### src/rtl/ysyx_22050078_ifu_fetch_if.sv
// rtl/ysyx_22050078_ifu_fetch_if.sv - instruction memory request/response bus between fetch unit and imem
interface ysyx_22050078_ifu_fetch_if #(
   parameter int CPU_WIDTH  = 64,
   parameter int INST_WIDTH = 32
);
   logic                  imem_req_valid;
   logic [CPU_WIDTH-1:0]  imem_addr;
   logic                  imem_req_ready;
   logic                  imem_rsp_valid;
   logic [INST_WIDTH-1:0] imem_rsp_data;

   // fetch unit side: issues requests, consumes responses
   modport master (
      output imem_req_valid,
      output imem_addr,
      input  imem_req_ready,
      input  imem_rsp_valid,
      input  imem_rsp_data
   );

   // memory side: accepts requests, produces responses
   modport slave (
      input  imem_req_valid,
      input  imem_addr,
      output imem_req_ready,
      output imem_rsp_valid,
      output imem_rsp_data
   );
endinterface

### src/rtl/ysyx_22050078_ifu_fetch.sv
// rtl/ysyx_22050078_ifu_fetch.sv - single-outstanding instruction fetch unit feeding the IF/ID register
module ysyx_22050078_ifu_fetch #(
   parameter int                   CPU_WIDTH  = 64,
   parameter int                   INST_WIDTH = 32,
   parameter logic [CPU_WIDTH-1:0] RESET_PC   = CPU_WIDTH'(64'h8000_0000)
) (
   input  logic                      clk,
   input  logic                      rst_n,
   input  logic                      i_stall,
   input  logic                      i_redirect,
   input  logic [CPU_WIDTH-1:0]      i_redirect_pc,
   ysyx_22050078_ifu_fetch_if.master imem,
   output logic                      o_ifu_valid,
   output logic [INST_WIDTH-1:0]     o_ifu_inst,
   output logic [CPU_WIDTH-1:0]      o_ifu_pc
);

   // S_REQ : presenting a request at pc_q
   // S_WAIT: request accepted, waiting for its response
   // S_HOLD: instruction captured, offered to IF/ID until consumed or redirected
   // S_DROP: redirected while a response is still owed; swallow it when it comes
   localparam logic [1:0] S_REQ  = 2'd0;
   localparam logic [1:0] S_WAIT = 2'd1;
   localparam logic [1:0] S_HOLD = 2'd2;
   localparam logic [1:0] S_DROP = 2'd3;

   localparam logic [INST_WIDTH-1:0] NOP_INST = INST_WIDTH'(32'h0000_0013);

   logic [1:0]            state_q,   state_d;
   logic [CPU_WIDTH-1:0]  pc_q,      pc_d;
   logic [INST_WIDTH-1:0] inst_q,    inst_d;
   logic [CPU_WIDTH-1:0]  ifu_pc_q,  ifu_pc_d;
   logic [CPU_WIDTH-1:0]  redirect_target;

   // instructions are word aligned, so the low two bits of a target are dropped
   assign redirect_target = i_redirect_pc & ~CPU_WIDTH'(3);

   // a redirect cycle never issues a request nor offers a (now wrong-path) instruction
   assign imem.imem_req_valid = (state_q == S_REQ) && !i_redirect;
   assign imem.imem_addr      = pc_q;
   assign o_ifu_valid         = (state_q == S_HOLD) && !i_redirect;
   assign o_ifu_inst          = inst_q;
   assign o_ifu_pc            = ifu_pc_q;

   // next-state and datapath: redirect outranks response, stall and handshake
   always_comb begin
      state_d  = state_q;
      pc_d     = pc_q;
      inst_d   = inst_q;
      ifu_pc_d = ifu_pc_q;
      case (state_q)
         S_REQ: begin
            if (i_redirect) begin
               pc_d = redirect_target;
            end else if (imem.imem_req_ready) begin
               state_d = S_WAIT;
            end
         end
         S_WAIT: begin
            if (i_redirect && imem.imem_rsp_valid) begin
               pc_d    = redirect_target;
               state_d = S_REQ;
            end else if (imem.imem_rsp_valid) begin
               inst_d   = imem.imem_rsp_data;
               ifu_pc_d = pc_q;
               state_d  = S_HOLD;
            end else if (i_redirect) begin
               pc_d    = redirect_target;
               state_d = S_DROP;
            end
         end
         S_DROP: begin
            // a redirect landing with the owed response still retires the drop
            if (i_redirect) begin
               pc_d = redirect_target;
            end
            if (imem.imem_rsp_valid) begin
               state_d = S_REQ;
            end
         end
         default: begin
            if (i_redirect) begin
               pc_d    = redirect_target;
               state_d = S_REQ;
            end else if (!i_stall) begin
               pc_d    = pc_q + CPU_WIDTH'(4);
               state_d = S_REQ;
            end
         end
      endcase
   end

   // state registers; reset abandons any outstanding request
   always_ff @(posedge clk or negedge rst_n) begin
      if (!rst_n) begin
         state_q  <= S_REQ;
         pc_q     <= RESET_PC;
         inst_q   <= NOP_INST;
         ifu_pc_q <= RESET_PC;
      end else begin
         state_q  <= state_d;
         pc_q     <= pc_d;
         inst_q   <= inst_d;
         ifu_pc_q <= ifu_pc_d;
      end
   end

endmodule
### src/flat_wrapper.sv
// flat-port wrapper written by rule: the top's interface ports become plain ports
module ysyx_22050078_ifu_fetch_flat 
#(
   parameter int                   CPU_WIDTH  = 64,
   parameter int                   INST_WIDTH = 32,
   parameter logic [CPU_WIDTH-1:0] RESET_PC   = CPU_WIDTH'(64'h8000_0000)
)
  (clk, rst_n, i_stall, i_redirect, i_redirect_pc, o_ifu_valid, o_ifu_inst, o_ifu_pc, imem_imem_req_valid, imem_imem_addr, imem_imem_req_ready, imem_imem_rsp_valid, imem_imem_rsp_data);
  ysyx_22050078_ifu_fetch_if #(.CPU_WIDTH(CPU_WIDTH), .INST_WIDTH(INST_WIDTH)) imem_i ();
  input  logic clk;
  input  logic rst_n;
  input  logic i_stall;
  input  logic i_redirect;
  input  logic [CPU_WIDTH-1:0] i_redirect_pc;
  output logic o_ifu_valid;
  output logic [INST_WIDTH-1:0] o_ifu_inst;
  output logic [CPU_WIDTH-1:0] o_ifu_pc;
  output wire logic [$bits(imem_i.imem_req_valid)-1:0] imem_imem_req_valid;
  output wire logic [$bits(imem_i.imem_addr)-1:0] imem_imem_addr;
  input wire logic [$bits(imem_i.imem_req_ready)-1:0] imem_imem_req_ready;
  input wire logic [$bits(imem_i.imem_rsp_valid)-1:0] imem_imem_rsp_valid;
  input wire logic [$bits(imem_i.imem_rsp_data)-1:0] imem_imem_rsp_data;
  assign imem_imem_req_valid = imem_i.imem_req_valid;
  assign imem_imem_addr = imem_i.imem_addr;
  assign imem_i.imem_req_ready = imem_imem_req_ready;
  assign imem_i.imem_rsp_valid = imem_imem_rsp_valid;
  assign imem_i.imem_rsp_data = imem_imem_rsp_data;
  ysyx_22050078_ifu_fetch #(.CPU_WIDTH(CPU_WIDTH), .INST_WIDTH(INST_WIDTH), .RESET_PC(RESET_PC)) u_core (.clk(clk), .rst_n(rst_n), .i_stall(i_stall), .i_redirect(i_redirect), .i_redirect_pc(i_redirect_pc), .imem(imem_i), .o_ifu_valid(o_ifu_valid), .o_ifu_inst(o_ifu_inst), .o_ifu_pc(o_ifu_pc));
endmodule
### config.mk
export PLATFORM = sky130hd
export DESIGN_NAME = ysyx_22050078_ifu_fetch_flat
export DESIGN_NICKNAME = d
export VERILOG_FILES = /design/src/rtl/ysyx_22050078_ifu_fetch_if.sv /design/src/rtl/ysyx_22050078_ifu_fetch.sv /design/src/flat_wrapper.sv
export SDC_FILE = /design/constraint.sdc
export NUM_CORES = 1
export LEC_CHECK = 0
export ABC_AREA = 1
export ABC_CLOCK_PERIOD_IN_PS = 1840
export CAP_MARGIN = 20
export CELL_PAD_IN_SITES_DETAIL_PLACEMENT = 1
export CELL_PAD_IN_SITES_GLOBAL_PLACEMENT = 2
export CORE_ASPECT_RATIO = 1.1
export CORE_UTILIZATION = 26
export DETAILED_ROUTE_END_ITERATION = 8
export MAX_ROUTING_LAYER = met4
export PLACE_DENSITY = 0.82
export SLEW_MARGIN = 20
export SYNTH_ARGS = -nofsm -noshare
export SYNTH_HDL_FRONTEND = slang
export SYNTH_SLANG_ARGS = --single-unit
### constraint.sdc
create_clock -name clk -period 1.84 [get_ports clk]
set_input_delay 0.184 -clock clk [delete_from_list [all_inputs] [get_ports clk]]
set_output_delay 0.184 -clock clk [all_outputs]
set_load 0.1 [all_outputs]
Word level (Yosys, flattened, before mapping):

Cells that the tools add are included.

* $add $sub $neg: 1
* equality and inequality tests: 10
* multiplexer cells: 15
* bitwise logic cells: 1
* reductions and logical operators: 9

Operators with widths (count)
* 64-bit two-way mux: 5
* 64-bit one-hot mux with 2 select lines: 1
* 64-bit by 3-bit adder with 64-bit output (second input constant): 1
* 2-bit two-way mux: 8
* 2-bit != test (second input constant): 3
* 2-bit one-hot mux with 3 select lines: 1
* 5-bit by 1-bit != test with 1-bit output (second input constant): 1
* 5-bit AND reduction: 1
* 2-bit == test (second input constant): 2
* 4-bit by 2-bit != test with 1-bit output (second input constant): 1
* 4-bit by 3-bit != test with 1-bit output (second input constant): 1
* 1-bit logical AND: 3
* 3-bit by 2-bit != test with 1-bit output (second input constant): 1
* 3-bit AND reduction: 1
* 2-bit by 1-bit == test with 1-bit output (second input constant): 1
* 2-bit zero test: 1
* 2-bit AND reduction: 1
* 2-bit OR reduction: 1
* 1-bit zero test: 1
* 1-bit inverter: 1

* register bits after elaboration: 162
* bits of input ports: 102
* output and inout port bits: 162
* logic and storage cells: 40

Longest topological paths before layout:

Gate-level depths: netlist of run 1.

* depth after elaboration: 4
* mapped depth: 13
* depth with buffers taken out: 13

Worst setup path after synthesis of run 1:

No wires, ideal clock.

* kind: reg2reg
* from: reg u_core.state_q[0]
* to: reg u_core.state_q[1]
* library setup time: 0.127 ns
* arrival: 2.396 ns
* data required time: 1.713 ns
* path slack: -0.683 ns
* stages on the path, launching flop included: 10
* buffers on the path: 0
* clock period less this slack: 2.523 ns
* path through: dfrtp_1 inv_1 ha_1 inv_1 nor2_1 nand2_1 o21ai_0 nand2_1 nand2_1 o21ai_0

* word-level cells in the longest chain between the ends: 3
* elaborated cells between the ends (all ways): 10
* those cells by class: 7 x eq/ne; 1 x mux; 2 x reduce/logical

Ends and longest elaborated chain
* start: declaration: RTL line ysyx_22050078_ifu_fetch.sv:29 `logic [1:0] state_q, state_d;`
* start signal: assignment: RTL line ysyx_22050078_ifu_fetch.sv:101 `state_q <= state_d;`
* 2-bit by 1-bit == test with 1-bit output (tied with other cells): RTL line ysyx_22050078_ifu_fetch.sv:51 `case (state_q)`
* 5-bit by 1-bit != test with 1-bit output (no source line) (tied with other cells)
* 5-bit AND reduction (no source line)

Several ways; a longest one is shown, not always the timed one.
A chain may end at the register's enable or synchronous reset.

Worst setup path in the final report of run 1:

* from: reg u_core.pc_q[3], in the netlist u_core.imem.imem_addr[3]
* to: reg u_core.pc_q[24], in the netlist u_core.imem.imem_addr[24]

* word-level cells in the longest chain between the ends: 4

Ends and longest elaborated chain
* start: declaration: RTL line ysyx_22050078_ifu_fetch.sv:30 `logic [CPU_WIDTH-1:0] pc_q, pc_d;`
* start signal: assignment: RTL line ysyx_22050078_ifu_fetch.sv:102 `pc_q <= pc_d;`
* 64-bit by 3-bit adder with 64-bit output: RTL line ysyx_22050078_ifu_fetch.sv:86 `pc_d = pc_q + CPU_WIDTH'(4);`
* 64-bit two-way mux: RTL line ysyx_22050078_ifu_fetch.sv:85 `end else if (!i_stall) begin`
* 64-bit two-way mux: RTL line ysyx_22050078_ifu_fetch.sv:82 `if (i_redirect) begin`
* 64-bit one-hot mux with 2 select lines: RTL line ysyx_22050078_ifu_fetch.sv:51

Every way passes these cells. The select of a mux whose other input is x is not followed.

==> run summary, run 1 <==
Final HPWL DP - 30500 um
largest net degree at the start of global routing - 67
CTS root buffer - clkbuf_16
EDFF count, synth - 0
final cycle utilization of the critical path - 0.987
CTS Sinks - 162
Crit path arrival time - 2.15 ns
vias in the first global route - 10800
syn avg cell area - 7.11 um^2
clk_lat worst skew - 0.46 ns
synth warn - 0
final core utilization - 0.415
max_cap viols - 0
CTS tree - done
most common cell in the netlist - nand2_1
H-tree lvl count - 4
initial drt markers - 525
Worst Hold Class - input port to asynchronous set/reset pin
Post-Syn Instances - 1328
# fillers - 4362
Rel. slew slack - 0.705
core box area - 0.0355 mm^2
global-route wire length before repair - 62700 um
Setup crit start kind - flip-flop
vias per cell - 4.83
Least-Margin Pin Slew - 0.437 ns
largest area contributor in the netlist - dfrtp_1
Synth Cell Area - 0.00944 mm^2
clock buffer depth - 2
fin nets - 1789
worst setup slack after layout - 0.0237 ns
CP required - 2.17 ns
Most used DFF post-synth - dfrtp_1
sequential area share after synthesis - 0.430
RSZ-0062 raised after global routing - true
synth cell count leaders - nand2_1, nor2_1, dfrtp_1
IO buf count - 261
Routability Congestion - 0.865
Synth cell types - 44
Syn Nets - 1436
CP Class - flip-flop to flip-flop
Area contributors post-synth - dfrtp_1, nand2_1, o21ai_0
Placed Area - 0.0134 mm^2
via total after detailed routing - 10500
fraction of layout cells with a size suffix above 1 - 0.315
starting density of the core - 0.266
post-synthesis async set-or-reset flop share - 1.00
CTS Buf Count - 17
CP max FO - 6
DIE HEIGHT - 202 um
# rows - 72
final setup fails - 0
Hold Slack - 0.139 ns
WL final - 41300 um
Yosys reg bits - 162
GRT overflow - 0
initial antenna violation count - 2
die area - 0.0371 mm^2
Clock Skews - 0.0219 ns
worst slack, placed - -0.153 ns
CP Capture Type - flip-flop
DR WL/cell - 19.0 um
area grow syn2layout - 56.1%
Final min period - 1.82 ns
Ports - 264
final instance area - 0.0147 mm^2
router iterations before antenna repair - 4
area fraction of the dominant cell type after synthesis - 0.416
Final Max Tran Viols - 0
post-route ant nets - 0
f_max - 0.551 GHz
DRC - 0
Hold Fails Final Rpt - 0
die width - 184 um
status - completed
Worst-path clk slew - 0.07 ns
Overall Global Routing Usage - 0.228
-- per-layer routing --
layer	GRT usage	vias to the layer above	part of all wire
met4	0.0619	0	0.019
li1	-	5032	-
met1	0.289	5188	0.45
met3	0.0414	43	0.045
met5	-	-	0
met2	0.370	248	0.49
-- logic make-up after synthesis --
| family | count (synthesis) | synth area share |
|---|---|---|
| AOI/OAI and AO/OA | 227 | 0.132 |
| DFF | 162 | 0.430 |
| muxes | 17 | 0.0180 |
| and+or+nand+nor | 761 | 0.342 |
| buffers and inverters | 155 | 0.0703 |
| adders and majority gates | 6 | 0.00796 |
-- final cells by class --
cell class              instances  area, um^2  area share
inverters                      94         368      0.0250
repair buffers                395        3770       0.256
clock inverters                15         191      0.0130
flip-flops and latches        162        4170       0.283
clock buffers                  17         425      0.0289
diodes                          2        5.00    0.000340
well taps                     481         602      0.0409
multi-input cells            1011        5190       0.352
-- state kept, by name (all words and copies together), names as in the netlist --
| name | cells |
|---|---|
| u_core.o_ifu_inst | 32 |
| u_core.o_ifu_pc | 64 |
| u_core.state_q | 2 |
| u_core.imem.imem_addr | 64 |
-- stage by stage --
stage	setup TNS [ns]	std cells
after CTS	-0.238	2152
after floorplan	0	1328
final	0	2177
after global placement	0	2114
after detailed placement	-1.06	2114
after global routing	-0.460	2177
-- layout by cell type (no fill, tap or decap), types with 39 or more instances in the layout --
cell,synthesis,routed
inv_1,89,81
nand3_1,76,68
buf_4,6,244
dfrtp_1,157,98
nor2_1,169,137
dfrtp_2,0,45
clkdlybuf4s50_1,0,97
nand2_1,436,411
o21ai_0,137,126
buf_12,0,39
-- worst paths after layout --
path	cells past startpoint	from	endpoint	slack, ns
max	9	u_core.imem.imem_addr[3]	u_core.imem.imem_addr[24]	0.02
min	2	rst_n	u_core.o_ifu_pc[18]	0.14
max reg2reg	9	u_core.imem.imem_addr[3]	u_core.imem.imem_addr[24]	0.02
min reg2reg	2	u_core.o_ifu_pc[38]	u_core.o_ifu_pc[38]	0.48
max in group asynchronous	3	rst_n	u_core.o_ifu_inst[1]	1.03
min in group clk	3	imem_imem_rsp_data[4]	u_core.o_ifu_inst[4]	0.24
-- repair_timing --
item / 4_1_cts / 5_1_grt
resized for setup: 18 / 129
cloned: 0 / 1
setup endpoints to repair: 35 / 62
pin swaps: 6 / 47
hold buffers: 1 / 0
buffers inserted: 5 / 22
hold endpoints to repair: 157 / 0
-- worst max-delay path, cell delays in order (launching register included) --
cell and delay, ns:
dfrtp_4 0.43, ha_4 0.15, nand3_4 0.08, nor2_4 0.16, buf_6 0.13, nand3_4 0.10
nor2_4 0.26, nand2_2 0.11, o211ai_1 0.19, o21ai_1 0.09
Power of run 1 is left out: the tool's default activity adds up to more than one toggle a clock period on the data nets, which glitch-free logic cannot reach.
==> inputs of run 2 (changes only) <==
--- a/config.mk
+++ b/config.mk
@@ -15,6 +15,7 @@
 export DETAILED_ROUTE_END_ITERATION = 8
 export MAX_ROUTING_LAYER = met4
 export PLACE_DENSITY = 0.82
+export SETUP_SLACK_MARGIN = 0.4
 export SLEW_MARGIN = 20
 export SYNTH_ARGS = -nofsm -noshare
 export SYNTH_HDL_FRONTEND = slang
==> run summary, run 2 (synthesis gave the netlist of run 1 again) <==
status - finished, violations left
failing checks - setup timing
Final Max Tran Viols - 0
Clock Skews - 0.0141 ns
CP Capture Type - flip-flop
max_cap viols - 0
Rel. slew slack - 0.585
RSZ-0062 raised after global routing - true
vias in the first global route - 12000
ANT cells - 0
WL final - 52600 um
Routability Congestion - 0.862
router iterations before antenna repair - 4
core box area - 0.0355 mm^2
Crit path arrival time - 2.26 ns
Final min period - 1.86 ns
f_max - 0.537 GHz
post-route ant nets - 0
IO buf count - 261
Placed Area - 0.0135 mm^2
initial antenna violation count - 0
Worst-path clk slew - 0.07 ns
Reg2Reg Depth - 10
Sequential Area - 0.00426 mm^2
CTS Buf Count - 17
CTS Sinks - 162
reg2reg setup slack - -0.02 ns
DRC - 0
via total after detailed routing - 11400
commonest non-fill, non-tap cell in the layout - nand2_1
global-route wire length before repair - 73400 um
CP required - 2.23 ns
starting density of the core - 0.266
# fillers - 4030
CTS root buffer - clkbuf_16
Slowest-stage cell, CP - dfrtp_4
Worst Hold Class - input port to flip-flop
final cycle utilization of the critical path - 1.01
Least-Margin Pin Slew - 0.622 ns
GRT overflow - 0
area grow syn2layout - 93.5%
Worst path max stage delay - 0.46 ns
GR Layer Usage met1 - 0.325
DIE HEIGHT - 202 um
CP max FO - 5
initial drt markers - 639
# rows - 72
clk_lat worst skew - 0.47 ns
GRT busiest layer - met2
DR WL/cell - 23.4 um
Worst setup startpoint - u_core.imem.imem_addr[2]
worst setup slack after layout - -0.0232 ns
crit path cell chain - ha_4, nand3_4, nor2_4, buf_6, nand3_4, nor2_4, nand3_2, nand2_2, nand3_2, a21oi_2
clock buffer depth - 2
largest net degree at the start of global routing - 100
Hold Fails Final Rpt - 0
met3 Track Usage GR - 0.0456
die area - 0.0371 mm^2
worst reg2reg startpoint - u_core.imem.imem_addr[2]
die width - 184 um
met2 Track Usage GR - 0.472
hold path startpoint - imem_imem_rsp_data[30]
Setup crit start kind - flip-flop
Overall Global Routing Usage - 0.275
Hold Slack - 0.259 ns
multi-input logic area - 0.00656 mm^2
final setup fails - 2
H-tree lvl count - 4
CTS tree - done
fin nets - 1860
worst hold stages - 3
CP Class - flip-flop to flip-flop
fraction of layout cells with a size suffix above 1 - 0.499
vias per cell - 5.09
Final HPWL DP - 29900 um
Ports - 264
final instance area - 0.0183 mm^2
most frequent cells in the layout - nand2_1, buf_4, nand2_2
run 2: cell type report:
| cell class | count | share of cell area |
|---|---|---|
| Clock inverter | 10 | 0.00815 |
| Timing Repair inverter | 2 | 0.00137 |
| Timing Repair Buffer | 464 | 0.316 |
| Multi-Input combinational cell | 1011 | 0.359 |
| Clock buffer | 22 | 0.0265 |
| Tap cell | 481 | 0.0330 |
| Inverter | 94 | 0.0226 |
| Sequential cell | 162 | 0.234 |
run 2: critical path, delay by kind of cell (launching register included):
kind | cells | cell delay (ns)
AO/OA/AOI/OAI | 1 | 0.13
adder cells (fa/ha/maj) | 1 | 0.16
buffers and inverters | 1 | 0.13
flip-flops | 1 | 0.46
AND/OR/NAND/NOR | 7 | 0.90
run 2: per-layer routing:
layer  routed length, um  vias up
li1                    -     5212
met1               21700     5783
met2               26800      359
met3                2610       89
met4                1590        0
met5                   0        -
run 2: what timing repair did:
| item | CTS | global route |
|---|---|---|
| resized for setup | 259 | 383 |
| hold buffers | 1 | 0 |
| setup buffers | 52 | 20 |
| gates cloned | 39 | 11 |
| setup endpoints to repair | 184 | 190 |
| endpoints found under the hold margin | 157 | 0 |
| pin swaps | 62 | 77 |
run 2: per-stage QoR:
step	setup WS [ns]	std cells	util	TNS (ns)
after floorplan	0.0535	1328	-	0
after global placement	0.00573	2091	0.380	0
after detailed placement	-0.0516	2091	0.380	-0.261
after CTS	0.0318	2215	0.464	0
after global routing	-0.133	2246	0.514	-1.90
final	-0.0232	2246	0.514	-0.0253
run 2: worst paths after layout:
kind,to
setup / recovery,u_core.imem.imem_addr[48]
hold / removal,u_core.o_ifu_inst[30]
setup reg to reg,u_core.imem.imem_addr[48]
hold reg to reg,u_core.o_ifu_inst[29]
max in group asynchronous,u_core.imem.imem_addr[53]
min in group asynchronous,u_core.o_ifu_pc[30]
Power of run 2 is left out for the same reason.
==> inputs of run 3 (changes only) <==
--- a/config.mk
+++ b/config.mk
@@ -15,8 +15,8 @@
 export DETAILED_ROUTE_END_ITERATION = 8
 export MAX_ROUTING_LAYER = met4
 export PLACE_DENSITY = 0.82
-export SETUP_SLACK_MARGIN = 0.4
-export SLEW_MARGIN = 20
+export SETUP_SLACK_MARGIN = 0.5
+export SLEW_MARGIN = 40
 export SYNTH_ARGS = -nofsm -noshare
 export SYNTH_HDL_FRONTEND = slang
 export SYNTH_SLANG_ARGS = --single-unit
==> run summary, run 3 (synthesis gave the netlist of run 1 again) <==
starting density of the core - 0.266
area grow syn2layout - 97.8%
f_max - 0.516 GHz
initial drt markers - 607
worst reg2reg startpoint - u_core.state_q[0]
CTS root buffer - clkbuf_16
H-tree lvl count - 4
cell mode on critical path - buf_12
Final Max Tran Viols - 0
CTS Sinks - 162
RSZ-0062 raised after global routing - true
CP max FO - 7
via total after detailed routing - 11800
CP Class - flip-flop to flip-flop
worst setup slack after layout - -0.0964 ns
Ports - 264
Worst-path clk slew - 0.07 ns
Rel. slew slack - 0.628
Reg2Reg Depth - 12
Setup crit start kind - flip-flop
clock buffer depth - 2
vias in the first global route - 12000
Overall Global Routing Usage - 0.278
DIE HEIGHT - 202 um
Hold Slack - 0.186 ns
Critical R2R Capture - u_core.o_ifu_inst[26]
max_cap viols - 0
Routability Congestion - 0.854
status - finished, violations left
Hold Fails Final Rpt - 0
# rows - 72
die width - 184 um
DR WL/cell - 24.4 um
Slowest-stage cell, CP - dfrtp_2
CP required - 2.18 ns
die area - 0.0371 mm^2
WL final - 55100 um
vias per cell - 5.21
post-route ant nets - 0
clk_lat worst skew - 0.46 ns
core box area - 0.0355 mm^2
Crit path arrival time - 2.27 ns
commonest non-fill, non-tap cell in the layout - nand2_1
# fillers - 3965
failing checks - setup timing
fin nets - 1871
initial antenna violation count - 0
DRC - 0
Final HPWL DP - 30000 um
reg2reg setup slack - -0.1 ns
router iterations before antenna repair - 5
GRT overflow - 0
largest net degree at the start of global routing - 58
Least-Margin Pin Slew - 0.558 ns
CP Capture Type - flip-flop
Worst path max stage delay - 0.43 ns
Clock Skews - 0.0177 ns
fraction of layout cells with a size suffix above 1 - 0.527
Worst Hold Class - input port to asynchronous set/reset pin
multi-input logic area - 0.00680 mm^2
CTS tree - done
final setup fails - 50
crit path cell chain - buf_6, ha_4, inv_6, nor2_4, nand2_4, buf_12, buf_12, clkinv_16, buf_6, buf_12, nand2_2, nand2_1
Final min period - 1.94 ns
most frequent cells in the layout - nand2_1, buf_4, nand2_2
IO buf count - 261
Sequential Area - 0.00427 mm^2
ANT cells - 0
final cycle utilization of the critical path - 1.05
CTS Buf Count - 17
global-route wire length before repair - 74000 um
[run 3: worst max-delay path by stage]
| stage | from | endpoint | slack [ns] |
|---|---|---|---|
| finish | u_core.state_q[0] | u_core.o_ifu_inst[26] | -0.1 |
| CTS | u_core.imem.imem_addr[3] | u_core.imem.imem_addr[62] | 0.03 |
| detailed placement | u_core.imem.imem_addr[4] | u_core.imem.imem_addr[13] | -0.07 |
| floorplan | u_core.imem.imem_addr[3] | u_core.imem.imem_addr[24] | 0.05 |
| global route | u_core.state_q[0] | u_core.imem.imem_addr[20] | -0.22 |
| global placement | u_core.imem.imem_addr[3] | u_core.imem.imem_addr[62] | -0.03 |
[run 3: through the flow]
stage	TNS [ns]	setup WS, ns	util	cells	instance area, um^2
final	-1.94	-0.0964	0.526	2257	18700
after global routing	-6.42	-0.217	0.526	2257	18700
after CTS	0	0.0328	0.464	2221	16500
after detailed placement	-0.550	-0.0726	0.381	2093	13500
after global placement	-0.0716	-0.0315	0.381	2093	13500
after floorplan	0	0.0535	-	1328	9990
[run 3: metal layers]
layer,vias up,part of all wire,GRT usage
li1,5211,-,-
met1,5949,0.40,0.337
met2,453,0.49,0.453
met3,155,0.065,0.0546
met4,0,0.047,0.109
met5,-,0,-
[run 3: critical path, delay by kind of cell, from the launching register on]
family,cells,cell delay [ns]
AND/OR/NAND/NOR,4,0.31
flip-flops,1,0.43
buffers and inverters,7,0.87
adder cells (fa/ha/maj),1,0.17
[run 3: timing repair]
action | in CTS | in global routing
gates cloned | 34 | 8
hold buffers | 1 | 0
pin swaps | 62 | 107
setup buffers | 61 | 28
resized for setup | 284 | 469
endpoints found under the setup margin | 230 | 286
hold endpoints to repair | 119 | 0
[run 3: layout make-up]
cell class              count  share of cell area
clock inverters            11             0.00556
inverters                  94              0.0225
well taps                 481              0.0322
flip-flops and latches    162               0.229
clock buffers              21              0.0252
multi-input cells        1011               0.364
repair buffers            475               0.320
repair inverters            2             0.00147
Power of run 3 is left out for the same reason.
